### config.mk
export PLATFORM = sky130hd
export DESIGN_NAME = sat_cnt8
export DESIGN_NICKNAME = d
export VERILOG_FILES = /design/src/rtl/sat_cnt8.sv
export SDC_FILE = /design/constraint.sdc
export NUM_CORES = 1
export LEC_CHECK = 0
export ABC_AREA = 1
export ABC_CLOCK_PERIOD_IN_PS = 4100
export BUFFER_PORTS_ARGS = -buffer_cell sky130_fd_sc_hd__clkbuf_2
export CORE_MARGIN = 2
export CORE_UTILIZATION = 30
export CTS_CLUSTER_SIZE = 40
export DETAILED_ROUTE_END_ITERATION = 6
export PLACE_DENSITY_LB_ADDON = 0.15
export SLEW_MARGIN = 40
export SYNTH_ARGS = -nofsm -noshare
export SYNTH_HDL_FRONTEND = slang
export SYNTH_SLANG_ARGS = --single-unit
### constraint.sdc
create_clock -name clk_i -period 4.1 [get_ports clk_i]
set_clock_uncertainty 0.15 [all_clocks]
set_input_delay 0.205 -clock clk_i [delete_from_list [all_inputs] [get_ports clk_i]]
set_output_delay 0.205 -clock clk_i [all_outputs]
set_load 0.1 [all_outputs]
### src/rtl/sat_cnt8.sv
// 8-bit saturating up-counter with clear priority.
// Ports:
//   clk_i  - clock
//   rst_ni - asynchronous active-low reset, clears the count
//   inc_i  - increment request; ignored once the count is 8'hFF
//   clr_i  - synchronous clear; wins over a same-cycle increment
//   cnt_o  - current count
module sat_cnt8 (
  input  logic       clk_i,
  input  logic       rst_ni,
  input  logic       inc_i,
  input  logic       clr_i,
  output logic [7:0] cnt_o
);

  logic [7:0] cnt_d, cnt_q;

  always_comb begin
    cnt_d = cnt_q;
    if (clr_i) begin
      cnt_d = 8'h00;
    end else if (inc_i && (cnt_q != 8'hFF)) begin
      cnt_d = cnt_q + 8'd1;
    end
  end

  always_ff @(posedge clk_i or negedge rst_ni) begin
    if (!rst_ni) begin
      cnt_q <= 8'h00;
    end else begin
      cnt_q <= cnt_d;
    end
  end

  assign cnt_o = cnt_q;

endmodule

Word-level counts from Yosys, hierarchy flattened. Index checks and enable logic that the tools add are counted.

Memories kept: 0. Output and inout port bits: 8. Bits of input ports: 4. Word-level logic and storage cells: 7. Latch bits: 0. Memory bits (read-only): 0. RAM bits: 0. Bits in registers: 8.

Reduce and logical (&&, ||, !) cells: 2. Bitwise logic cells: 0. Div/mod/pow operators: 0. Shift operators: 0. Order comparisons: 0. $mul: 0. Muxes and demuxes: 2. Add/sub/neg operators: 1. Eq/ne operators: 1.

Operator list (count): $mux W8 (2); $add A8 B1 Y8 const B (1); $ne A8 B8 Y1 const B (1); $reduce_bool A2 Y1 (1); $logic_and A1 B1 Y1 (1).

Longest topological paths before layout.
Word-level depth: 4. Gate-level depth with buffers: 9. Gate-level depth less buffers: 9.

Least setup slack after synthesis. Ideal clock, no wire load.

Path kind: reg-to-reg. From: register cnt_q[1], in the netlist cnt_o[1]. To: register cnt_q[3], in the netlist cnt_o[3]. Arrival time: 1.882 ns. Path slack: 2.000 ns. Stages on the path, launching flop included: 10. Library setup time: 0.068 ns. Cells stage by stage: dfrtp_1 > ha_1 > nand2_2 > nor2_2 > nand2_1 > nand2_2 > nand2_4 > clkinv_4 > nand2_1 > nand2_1.

Word-level cells in the longest chain between the ends: 3. Elaborated cells between the ends (all ways): 6.

RTL lines: start: declaration (RTL line 16) `logic [7:0] cnt_d, cnt_q;`; start signal: assignment (RTL line 31) `cnt_q <= cnt_d;`; $add A8 B1 Y8 or $ne A8 B8 Y1 (tied branches) (RTL line 23, 22); $mux W8 or $logic_and A1 B1 Y1 (tied branches) (RTL line 22) `end else if (inc_i && (cnt_q != 8'hFF)) begin`; $mux W8 or $reduce_bool A2 Y1 (tied branches).

Several ways; a longest one is shown, not always the timed one. The select of a mux whose other input is x is not followed. A chain may end at the register's enable or synchronous reset.

Final worst setup path.
From: register cnt_q[0], in the netlist cnt_o[0]. To: register cnt_q[7], in the netlist cnt_o[7].

Same word-level chain as after synthesis.

==> metrics.csv <==
metric,value,unit
drt-total-wl,1.14,mm
grt_pass1_wl,2.06,mm
grt_pass1_vias,478,
die_area,2050,µm²
start_kind,flip-flop,
rsz0062_at_grt,no,
ys_seq_elements,8,
cts_buffers,3,
synth_top_cell_area_share,0.391,
placed_area,587,µm²
r2r_slack,2.53,ns
ctsLongestPathBuffers,2,
grtUsageTotal,0.139,
hold_slack,0.108,ns
critPathArrivalTime,1.57,ns
timing.rr.end,cnt_o[7],
vias_per_cell,4.86,
ctsResizeCount,0,
async_flop_share,1.00,
report.final.slew_viol_count,0,
synth_flop_cell,dfrtp_1,
synth_commonest_cells,"25 x nand2_1, 10 x inv_1, 9 x nand3_1, 8 x dfrtp_1, 5 x nor2_1",
final_util,0.397,
drt_iter0_markers,10,
synthToLayoutAreaGrowth,21.0,%
status,"complete, no violations",
dpl.hpwl,903,µm
post-route-period-util,0.382,
postSynthAreaPerCell,6.92,µm²
power_density,318,nW/µm²
die_w,45.3,µm
nFillCells,169,
fin_setup_tns,0,ns
final_cell_area,619,µm²
critPathCaptureType,flip-flop,
core-area,1560,µm²
yosys.area_share.simple,0.399,
synth_area_leaders,"dfrtp_1 39%, nand2_1 18%, nand3_1 8.8%, inv_1 7.3%, a21oi_1 3.9%",
root_buffer,clkbuf_4,
clk_pin_slew,0.06,ns
reg2regPathDepth,7,
synth_top_family_by_area,simple AND/OR/NAND/NOR gates,
worst_pin_slew,0.540,ns
synthMostInstantiatedCell,nand2_1,
crit_start,cnt_o[0],
muxShareOfSynthArea,0,
grt_max_degree,9,
clock-sinks,8,
drive_gt1_frac,0.236,
ant_nets,0,
multiInputGateArea,265,µm²
setup_violations,0,
r2r_start,cnt_o[0],
critPathMaxFanout,4,
max_freq,638,MHz
synth_edf_count,0,
ys_seq_area_frac,0.391,
maxCapViolCount,0,
rows,14,
seq_area,200,µm²
final_nets,96,
p_leak,0.000327,µW
vias,510,
drc_errors,0,
grt.overflow.total,0,
synth_fa_ha_area_frac,0.0244,
diodes,0,
synth_top_area_cell,dfrtp_1,
htree_levels,1,
antenna_found_initial,0,
hold_viol,0,
worstSetupPathType,reg -> reg,
synth_xor_xnor_area_share,0,
required,4.10,ns
slew_headroom,0.641,
clk_latency,0.26,ns
synth_compound_area_frac,0.0954,
irDropWorstVdd,138,µV
endpoint,cnt_o[7],
cts_tree,done,
synthesis.area,512,µm²
syn-num-nets,79,
die_h,45.3,µm
yosys_warnings,0,
boundaryPins,12,
synth_cell_types,15,
wire_per_inst,10.9,µm
largest_reg_flops,8,
first_pass_iters,4,
min-delay-path-class,in -> reg,
initial_core_util,0.328,
min_period,1.57,ns
numPortBuffers,11,
gp_congestion,0.855,
syn_inst,74,
[cell type report]
cell class,instances,area share
clock buffer,3,0.0364
inverter,11,0.0747
multi-input combinational,55,0.428
sequential,8,0.323
tap,16,0.0323
timing repair buffer,12,0.105
[cell families (layout without fill, tap and decap cells)]
logic type | after synthesis | after routing
fa+ha+maj | 1 | 1
buf+inv | 11 | 26
flops | 8 | 8
simple gates | 46 | 46
compound gates | 8 | 8
[through the flow]
| stage | power [µW] | instances | worst slack (ns) |
|---|---|---|---|
| 6_report | 197 | 105 | 2.53 |
| 5_1_grt | 210 | 105 | 2.45 |
| 4_1_cts | 201 | 105 | 2.54 |
| 3_5_place_dp | 136 | 101 | 2.56 |
| 3_3_place_gp | 136 | 101 | 2.59 |
| 2_1_floorplan | 125 | 74 | 2.00 |
[worst max-delay path: stages, from the launching register on]
cell and delay, ns:
dfrtp_1 0.41, ha_1 0.23, nand2_2 0.11, nor2_2 0.04, a21oi_1 0.29, nand3_1 0.12, nand2_1 0.07, inv_1 0.03
[power breakdown]
part	switching (µW)	internal (µW)
clock network	28.1	33.6
logic	38.8	9.13
registers	4.63	82.4
total	71.5	125
[layer usage]
layer / wire (µm) / global-route usage / vias to the layer above
met5: 0 / 0 / -
met4: 14 / 0.0706 / 0
met1: 576 / 0.190 / 231
met2: 489 / 0.206 / 10
li1: - / - / 267
met3: 60 / 0.0280 / 2
[what timing repair did]
action / 4_1_cts / 5_1_grt
buffers inserted: 0 / 0
hold endpoints to repair: 8 / 0
hold buffers: 1 / 0
[cell usage in the layout, fill, tap and decap left out, drive strengths merged]
| cell type | synthesis | final |
|---|---|---|
| nand2 | 28 | 28 |
| clkbuf | 0 | 14 |
| inv | 10 | 10 |
| nand3 | 9 | 9 |
| dfrtp | 8 | 8 |
| nor2 | 7 | 7 |
| a21oi | 5 | 5 |
| nor3 | 2 | 2 |
| o21bai | 2 | 2 |
| clkinv | 1 | 1 |
| o21ai | 1 | 1 |
| ha | 1 | 1 |
| dlygate4sd3 | 0 | 1 |
[worst min path at each step]
stage / start / endpoint / slack [ns] / cells past startpoint
5_1_grt: inc_i / cnt_o[5] / 0.13 / 3
4_1_cts: inc_i / cnt_o[5] / 0.1 / 3
3_5_place_dp: rst_ni / cnt_o[2] / -0.08 / 1
6_report: inc_i / cnt_o[5] / 0.11 / 3
3_3_place_gp: rst_ni / cnt_o[2] / -0.07 / 1
2_1_floorplan: rst_ni / cnt_o[0] / -0.24 / 0
(Power assumes the default switching activity.)
